==> config.mk <==
export PLATFORM = sky130hd
export DESIGN_NAME = uart_rx
export DESIGN_NICKNAME = d
export VERILOG_FILES = /design/src/rtl/uart_pkg.sv /design/src/rtl/bit_sync.sv /design/src/rtl/uart_rx.sv
export SDC_FILE = /design/constraint.sdc
export NUM_CORES = 1
export LEC_CHECK = 0
export CAP_MARGIN = 20
export CELL_PAD_IN_SITES_DETAIL_PLACEMENT = 0
export CELL_PAD_IN_SITES_GLOBAL_PLACEMENT = 2
export CORE_ASPECT_RATIO = 1.2
export CORE_MARGIN = 1
export CORE_UTILIZATION = 29
export CTS_CLUSTER_DIAMETER = 120
export DETAILED_ROUTE_END_ITERATION = 12
export PLACE_DENSITY = 0.84
export RECOVER_POWER = 100
export SLEW_MARGIN = 20
export SYNTH_ARGS = -nofsm -noshare
export SYNTH_HDL_FRONTEND = slang
export SYNTH_HIERARCHICAL = 1
export SYNTH_SLANG_ARGS = --single-unit
export TNS_END_PERCENT = 20
==> constraint.sdc <==
create_clock -name clk -period 1.6 [get_ports clk]
set_input_delay 0.32 -clock clk [delete_from_list [all_inputs] [get_ports clk]]
set_output_delay 0.32 -clock clk [all_outputs]
set_load 0.01 [all_outputs]
==> src/rtl/uart_pkg.sv <==
// Shared UART definitions: receiver state encoding, default frame geometry and the
// system clock / baud constants the baud-rate generator is built from.
`timescale 1ns/1ps
package uart_pkg;

  typedef enum logic [1:0] {
    IDLE  = 2'd0,
    START = 2'd1,
    DATA  = 2'd2,
    STOP  = 2'd3
  } uart_state_e;

  localparam int DEF_DATA_BITS   = 8;
  localparam int DEF_OVERSAMPLE  = 16;
  localparam int DEF_SYNC_STAGES = 2;

  localparam int CLK_HZ    = 50_000_000;
  localparam int BAUD_RATE = 115_200;

  // Rounded clk cycles between 16x ticks (27 for 50 MHz / 115200).
  localparam int BAUD_TICK_DIV =
    (CLK_HZ + (BAUD_RATE * DEF_OVERSAMPLE) / 2) / (BAUD_RATE * DEF_OVERSAMPLE);

  // Ticks from start detection to the stop-bit sample that delivers a byte.
  function automatic int frame_latency_ticks(input int oversample, input int data_bits);
    return oversample / 2 + oversample * (data_bits + 1);
  endfunction

endpackage

==> src/rtl/bit_sync.sv <==
// Multi-stage flop chain for bringing an asynchronous single-bit signal into clk.
// Every stage resets to RESET_VAL so no false edge appears when reset is released.
`timescale 1ns/1ps
module bit_sync #(
  parameter int   STAGES    = 2,
  parameter logic RESET_VAL = 1'b1
) (
  input  logic clk,
  input  logic reset,
  input  logic i_d,
  output logic o_q
);

  logic [STAGES-1:0] r_chain;

  always_ff @(posedge clk) begin
    if (reset) begin
      r_chain <= {STAGES{RESET_VAL}};
    end else begin
      r_chain <= {r_chain[STAGES-2:0], i_d};
    end
  end

  assign o_q = r_chain[STAGES-1];

endmodule

==> src/rtl/uart_rx.sv <==
// 16x-oversampling 8N1 UART receiver. The FSM only moves on rx_tick enables; received
// bytes land in a valid/ack holding register with framing-error and overrun flags.
`timescale 1ns/1ps
module uart_rx
  import uart_pkg::*;
#(
  parameter int DATA_BITS   = DEF_DATA_BITS,
  parameter int OVERSAMPLE  = DEF_OVERSAMPLE,
  parameter int SYNC_STAGES = DEF_SYNC_STAGES
) (
  input  logic                 clk,
  input  logic                 reset,
  input  logic                 rx_tick,
  input  logic                 rx,
  output logic [DATA_BITS-1:0] rx_data,
  output logic                 rx_valid,
  input  logic                 rx_ack,
  output logic                 framing_err,
  output logic                 overrun_err,
  output logic                 busy,
  output uart_state_e          dbg_state
);

  localparam int CNT_W = $clog2(OVERSAMPLE);
  localparam int IDX_W = $clog2(DATA_BITS);

  localparam logic [CNT_W-1:0] HALF_LAST = CNT_W'(OVERSAMPLE / 2 - 1);
  localparam logic [CNT_W-1:0] FULL_LAST = CNT_W'(OVERSAMPLE - 1);
  localparam logic [IDX_W-1:0] IDX_LAST  = IDX_W'(DATA_BITS - 1);

  logic w_rxs;

  bit_sync #(
    .STAGES    (SYNC_STAGES),
    .RESET_VAL (1'b1)
  ) u_rx_sync (
    .clk   (clk),
    .reset (reset),
    .i_d   (rx),
    .o_q   (w_rxs)
  );

  uart_state_e          r_state;
  logic [CNT_W-1:0]     r_cnt;
  logic [IDX_W-1:0]     r_idx;
  logic [DATA_BITS-1:0] r_shift;

  uart_state_e          w_state_nxt;
  logic [CNT_W-1:0]     w_cnt_nxt;
  logic [IDX_W-1:0]     w_idx_nxt;
  logic [DATA_BITS-1:0] w_shift_nxt;
  logic                 w_deliver;
  logic                 w_frame_bad;

  always_ff @(posedge clk) begin
    if (reset) begin
      r_state <= IDLE;
      r_cnt   <= '0;
      r_idx   <= '0;
      r_shift <= '0;
    end else begin
      r_state <= w_state_nxt;
      r_cnt   <= w_cnt_nxt;
      r_idx   <= w_idx_nxt;
      r_shift <= w_shift_nxt;
    end
  end

  // STOP leaves at mid stop bit, so the next start edge can follow with no idle gap.
  always_comb begin
    w_state_nxt = r_state;
    w_cnt_nxt   = r_cnt;
    w_idx_nxt   = r_idx;
    w_shift_nxt = r_shift;
    w_deliver   = 1'b0;
    w_frame_bad = 1'b0;
    if (rx_tick) begin
      unique case (r_state)
        IDLE: begin
          if (!w_rxs) begin
            w_state_nxt = START;
            w_cnt_nxt   = '0;
          end
        end
        START: begin
          if (r_cnt == HALF_LAST) begin
            w_cnt_nxt = '0;
            if (!w_rxs) begin
              w_state_nxt = DATA;
              w_idx_nxt   = '0;
            end else begin
              w_state_nxt = IDLE;
            end
          end else begin
            w_cnt_nxt = r_cnt + CNT_W'(1);
          end
        end
        DATA: begin
          if (r_cnt == FULL_LAST) begin
            w_shift_nxt = {w_rxs, r_shift[DATA_BITS-1:1]};
            w_cnt_nxt   = '0;
            if (r_idx == IDX_LAST) begin
              w_state_nxt = STOP;
            end else begin
              w_idx_nxt = r_idx + IDX_W'(1);
            end
          end else begin
            w_cnt_nxt = r_cnt + CNT_W'(1);
          end
        end
        STOP: begin
          if (r_cnt == FULL_LAST) begin
            w_state_nxt = IDLE;
            w_cnt_nxt   = '0;
            w_deliver   = w_rxs;
            w_frame_bad = !w_rxs;
          end else begin
            w_cnt_nxt = r_cnt + CNT_W'(1);
          end
        end
        default: begin
          w_state_nxt = IDLE;
          w_cnt_nxt   = '0;
        end
      endcase
    end
  end

  // Holding register handshake: rx_valid rises when a byte is loaded and stays high
  // (rx_data frozen) until the clk edge that samples rx_ack=1; a load in the same
  // cycle as rx_ack keeps rx_valid high, a load onto an unacked byte sets overrun_err.
  logic                 r_pend;
  logic                 r_framing;
  logic [DATA_BITS-1:0] r_data;
  logic                 r_valid;
  logic                 r_overrun;

  always_ff @(posedge clk) begin
    if (reset) begin
      r_pend    <= 1'b0;
      r_framing <= 1'b0;
      r_data    <= '0;
      r_valid   <= 1'b0;
      r_overrun <= 1'b0;
    end else begin
      r_pend    <= w_deliver;
      r_framing <= w_frame_bad;
      if (r_pend) begin
        r_data  <= r_shift;
        r_valid <= 1'b1;
        if (r_valid && !rx_ack) begin
          r_overrun <= 1'b1;
        end
      end else if (rx_ack) begin
        r_valid <= 1'b0;
      end
    end
  end

  assign rx_data     = r_data;
  assign rx_valid    = r_valid;
  assign framing_err = r_framing;
  assign overrun_err = r_overrun;
  // Pending delivery counts as busy so busy drops in the cycle rx_valid rises.
  assign busy        = (r_state != IDLE) || r_pend;
  assign dbg_state   = r_state;

endmodule

==> results of run 1 <==
## cells in the final DEF (no fill, tap or decap), types with 2 or more instances in the layout
cell type / count
nor2_1: 27
dfxtp_1: 27
mux2i_1: 20
clkdlybuf4s50_1: 15
buf_4: 8
clkbuf_8: 6
nand2_1: 5
inv_1: 3
a21oi_1: 3
dfxtp_2: 3
and3_1: 2
o21ai_0: 2
nor4_1: 2
nor2b_1: 2
ha_1: 2
or2_1: 2
## repair_timing
item | CTS | global route
gates resized for setup | 6 | 9
gates cloned | 0 | 0
setup endpoints to repair | 14 | 14
pin swaps | 0 | 0
## through the flow
stage	util	std cells	worst slack, ns	power [uW]	cell area [sq um]
floorplan	-	131	0.07362	821.4	1265
global placement	0.3837	205	-0.2104	857.1	1560
detailed placement	0.3837	205	-0.2104	858.6	1560
CTS	0.4083	212	-0.01557	1475	1660
global route	0.4145	212	-0.03542	1511	1685
finish	0.4145	212	0.004065	1448	1685
## metal layers
metal	up-vias	track usage
met4	0	0.04651
met3	3	0.05215
met5	-	0
met2	21	0.2161
li1	502	-
met1	465	0.1413
## power by group
group          switching (uW)  internal, uW  total (uW)
Sequential               5.09           775         780
Clock                     275           337         612
Combinational            29.2          26.1        55.3
Total                     310          1140        1450
## cell type report
type	count	area (sq um)	share of cell area
multi-input combinational	89	633.1	0.3756
sequential	31	628.1	0.3727
timing repair buffer	28	257.7	0.1529
clock buffer	6	82.58	0.04900
tap	54	67.56	0.04009
inverter	3	11.26	0.006682
clock inverter	1	5.005	0.002970
## worst paths after layout
kind | endpoint | cells after the start
min | u_rx_sync/r_chain[1] | 1
min reg2reg | u_rx_sync/r_chain[1] | 1
max | busy | 2
max reg2reg | r_shift[0] | 6
## registers in the layout, indices dropped and copies added (netlist names), named ones only
register           count
r_shift                8
rx_data                8
r_cnt                  4
r_idx                  3
u_rx_sync/r_chain      2
dbg_state              1
framing_err            1
overrun_err            1
r_pend                 1
rx_valid               1
## kinds of logic (layout without fill, tap and decap cells)
family / count (synthesis) / after routing / synth area share
flops: 31 / 31 / 0.4906
simple gates: 51 / 51 / 0.1978
xor+xnor: 1 / 1 / 0.006925
compound gates: 14 / 14 / 0.07617
fa+ha+maj: 3 / 3 / 0.02968
buf+inv: 11 / 38 / 0.04055
mux: 20 / 20 / 0.1583
==> impl_metrics.yaml, run 1 <==
route:
  firstDrtPassIters: 3
  drc_errors: 0
  routed-wl-met2_um: 1217
  top_layer_used: "met4"
  wl_per_cell_um: 12.34
  viasPerCell: 4.675
  drt_iter0_markers: 29
  vias: 991
  postRouteAntennaNets: 0
  wl_um: 2616
  dr_wl_met3_um: 138
  drt-met1-wl_um: 1231
yosys:
  yosysMostFrequentCell: "dfxtp_1"
  synth-async-reset-ratio: 0
  yosys-top-cells-area: "dfxtp_1 49%, mux2i_1 16%, nor2_1 8.0%"
  synthTopCellsByCount: "31 x dfxtp_1, 27 x nor2_1, 20 x mux2i_1"
  synth_cell_type_count: 34
  synth_area_sq_um: 1265
  ys_ff_latch: 31
  yosysTopAreaCellShare: 0.4906
  synth-edff-count: 0
  ys_seq_area_frac: 0.4906
  yosys_warnings: 6
  netlist_instances: 131
  syn_nets: 139
  synth_area_per_cell_sq_um: 9.656
  synth_flop_cell: "dfxtp_1"
  synth_top_cell_by_area: "dfxtp_1"
critical_path:
  cp.required_ns: 1.28
  cp_slowest_stage_delay_ns: 0.36
  cp_num_buf_inv: 1
  crit_path_end_kind: "output pin"
  r2r_slack_ns: 0.07
  critical_path_class: "flop to output pin"
  path_max_fanout: 7
  path_cells: "or3_1 > dlygate4sd2_1"
  arrival_ns: 1.28
  cp-start-kind: "flop"
  cpMaxStageDelayCell: "dfxtp_2"
  cp_top_family: "flip-flops"
  r2r_start: "r_cnt[1]"
floorplan:
  die_h_um: 74.35
  rows: 25
  die_w_um: 62.29
  start_util: 0.3111
  core-area_sq_um: 4066
  die_area_sq_um: 4631
  pin_count: 19
clock_tree:
  cts_buffers: 5
  cts_buffer_depth: 2
  cts_root_buf: "clkbuf_8"
  htreeDepth: 2
  clk_pin_slew_ns: 0.06
  cts_hold_buf: 0
  cts.sinks: 31
  cts_setup_buffers: 0
  cts_tree: "built"
  clk-insertion-delay-late_ns: 0.28
place:
  place_congestion: 0.7565
  io_buffers: 18
  dp_hpwl_um: 1807
sta:
  setup_viol: 0
  report.final.slew_viol_count: 0
  rsz0062_at_grt: "yes"
  worst_clock_skew_ns: 0.004201
  fin_setup_tns_ns: 0
  worstMarginPinSlew_ns: 0.6521
  period_needed_ns: 1.596
  max_slew_margin: 0.5653
  fmax_mhz: 626.6
  min_period_over_period: 0.9975
  hold_viol: 0
  hold_ws_ns: 0.4248
run:
  maxCapViolCount: 0
hold_path:
  min_path_type: "flop to flop"
  min_from: "u_rx_sync/r_chain[0]"
power:
  p_per_area_nw_per_um2: 858.9
  total_leakage_power_uw: 0.0006503
  peakVddDrop_mv: 0.4454
cells_and_area:
  fillerInstances: 425
  diodes: 0
  area_growth_pct: 33.23
  drive_above_1_share: 0.1835
  final_nets: 166
global_route:
  grt_max_degree: 33
  antenna_found_initial: 0
  gr-total-overflow: 0
  grt_pass1_vias: 993
  track_usage: 0.1257
  grt_pass1_wl_um: 4443
run_status:
  status: "complete, no violations"
Power figures use the tool's default switching activity.
==> run 2: changes to the inputs <==
--- a/config.mk
+++ b/config.mk
@@ -5,15 +5,16 @@
 export SDC_FILE = /design/constraint.sdc
 export NUM_CORES = 1
 export LEC_CHECK = 0
+export ABC_CLOCK_PERIOD_IN_PS = 1800
 export CAP_MARGIN = 20
-export CELL_PAD_IN_SITES_DETAIL_PLACEMENT = 0
-export CELL_PAD_IN_SITES_GLOBAL_PLACEMENT = 2
+export CELL_PAD_IN_SITES_DETAIL_PLACEMENT = 1
+export CELL_PAD_IN_SITES_GLOBAL_PLACEMENT = 1
 export CORE_ASPECT_RATIO = 1.2
 export CORE_MARGIN = 1
-export CORE_UTILIZATION = 29
+export CORE_UTILIZATION = 40
 export CTS_CLUSTER_DIAMETER = 120
 export DETAILED_ROUTE_END_ITERATION = 12
-export PLACE_DENSITY = 0.84
+export PLACE_DENSITY = 0.88
 export RECOVER_POWER = 100
 export SLEW_MARGIN = 20
 export SYNTH_ARGS = -nofsm -noshare
==> constraint.sdc (replaced) <==
create_clock -name clk -period 1.8 [get_ports clk]
set_input_delay 0.36 -clock clk [delete_from_list [all_inputs] [get_ports clk]]
set_output_delay 0.36 -clock clk [all_outputs]
set_load 0.01 [all_outputs]
==> impl_metrics.yaml, run 2 (same netlist as run 1, synthesis figures left out) <==
run_status:
  status: "complete, no violations"
global_route:
  grt_max_degree: 16
  track_usage: 0.1972
  grt_pass1_wl_um: 4823
  antenna_found_initial: 0
  gr-total-overflow: 0
  grt_pass1_vias: 1038
critical_path:
  path_cells: "clkdlybuf4s50_1"
  cp-start-kind: "flop"
  rr_endpoint: "r_shift[1]"
  cp_slowest_stage_delay_ns: 0.57
  path_max_fanout: 13
  critical_path_class: "flop to output pin"
  r2r_start: "r_cnt[1]"
  cpMaxStageDelayCell: "clkdlybuf4s50_1"
  crit_path_end_kind: "output pin"
  cp_num_buf_inv: 1
  ff2ff_path_depth: 6
  cp.required_ns: 1.44
  cp_top_family: "buffers and inverters"
  r2r_slack_ns: 0.13
  arrival_ns: 1.36
clock_tree:
  cts.sinks: 31
  clk_pin_slew_ns: 0.10
  htreeDepth: 2
  cts_buffer_depth: 2
  clk-insertion-delay-late_ns: 0.34
  cts_root_buf: "clkbuf_4"
  cts_tree: "built"
  cts_hold_buf: 0
  cts_buffers: 5
cells_and_area:
  layout_commonest_cell: "dfxtp_1"
  final_cell_mix: "28 x dfxtp_1, 27 x nor2_1, 20 x mux2i_1, 12 x dlygate4sd3_1"
  final_nets: 162
  diodes: 0
  fillerInstances: 354
  area_growth_pct: 26.21
  seqCellArea_sq_um: 626.9
  fin_cells: 191
  drive_above_1_share: 0.1355
  multiInputGateArea_sq_um: 606.8
  utilization: 0.5273
sta:
  worst_clock_skew_ns: 0.007822
  report.final.slew_viol_count: 0
  worstMarginPinSlew_ns: 0.6669
  max_slew_margin: 0.5554
  period_needed_ns: 1.725
  rsz0062_at_grt: "no"
  setup_viol: 0
  min_period_over_period: 0.9583
  hold_viol: 0
  fmax_mhz: 579.7
floorplan:
  die_area_sq_um: 3392
  core-area_sq_um: 3028
  rows: 22
  die_h_um: 63.60
  die_w_um: 53.34
  pin_count: 19
  start_util: 0.4178
place:
  place_congestion: 0.7720
  io_buffers: 18
  dp_cells: 183
  dp_hpwl_um: 2049
power:
  peakVddDrop_mv: 0.6354
  p_per_area_nw_per_um2: 820.3
  total_leakage_power_uw: 0.0006468
route:
  firstDrtPassIters: 4
  viasPerCell: 5.340
  vias: 1020
  postRouteAntennaNets: 0
  wl_per_cell_um: 15.12
  drt_iter0_markers: 16
  drc_errors: 0
  wl_um: 2887
hold_path:
  min_path_type: "flop to flop"
  holdPathEnd: "u_rx_sync/r_chain[1]"
  min_from: "u_rx_sync/r_chain[0]"
  holdPathStages: 1
run:
  maxCapViolCount: 0
run 2: cell types whose count changed in the layout (fill, tap and decap cells not counted), moves of 3 or more:
cell / delta
clkdlybuf4s50_1: -10
clkbuf_4: +5
buf_4: -3
clkbuf_8: -5
dlygate4sd3_1: +11
run 2: worst max path at each step:
stage                      start      endpoint  slack [ns]  cells past startpoint
floorplan               r_idx[0]      r_idx[0]        0.20                      6
global placement         rx_tick    r_shift[7]       -0.03                      6
detailed placement       rx_tick    r_shift[1]       -0.16                      6
CTS                     r_cnt[0]    r_shift[1]        0.03                      6
global route                flop          busy       0.007                      2
finish              dbg_state[0]  dbg_state[0]        0.08                      1
run 2: per-layer routing:
| metal | wire length (um) | vias to the layer above | GRT usage |
|---|---|---|---|
| met5 | 0 | - | 0 |
| met4 | 37 | 0 | 0.05921 |
| met3 | 115 | 4 | 0.06763 |
| met2 | 1554 | 25 | 0.3391 |
| met1 | 1180 | 496 | 0.2202 |
| li1 | - | 495 | - |
run 2: report_power, final:
group	internal, uW	switching [uW]
clock network	328	243
registers	688	5.52
logic	21.3	24.4
run 2: final cells by class:
| cell class | count | area share |
|---|---|---|
| Multi-Input combinational cell | 89 | 0.3801 |
| Clock inverter | 2 | 0.02194 |
| Inverter | 3 | 0.007053 |
| Sequential cell | 31 | 0.3926 |
| Tap cell | 36 | 0.02821 |
| Clock buffer | 6 | 0.03213 |
| Timing Repair Buffer | 24 | 0.1379 |
run 2: what timing repair did:
item | CTS | global route
endpoints found under the setup margin | 3 | 8
resized for setup | 4 | 4
cloned | 0 | 0
setup buffers | 0 | 0
run 2: per-stage QoR:
stage / setup TNS, ns / cell area (sq um) / hold slack [ns] / total power (uW) / setup slack [ns]
global placement: -0.1477 / 1495 / 0.3991 / 753.8 / -0.03049
detailed placement: -0.9744 / 1495 / 0.3955 / 755.4 / -0.1610
finish: 0 / 1597 / 0.4258 / 1310 / 0.07510
CTS: 0 / 1585 / 0.4255 / 1326 / 0.02554
floorplan: 0 / 1265 / 0.3832 / 730.2 / 0.1961
global route: 0 / 1597 / 0.4640 / 1367 / 0.007168
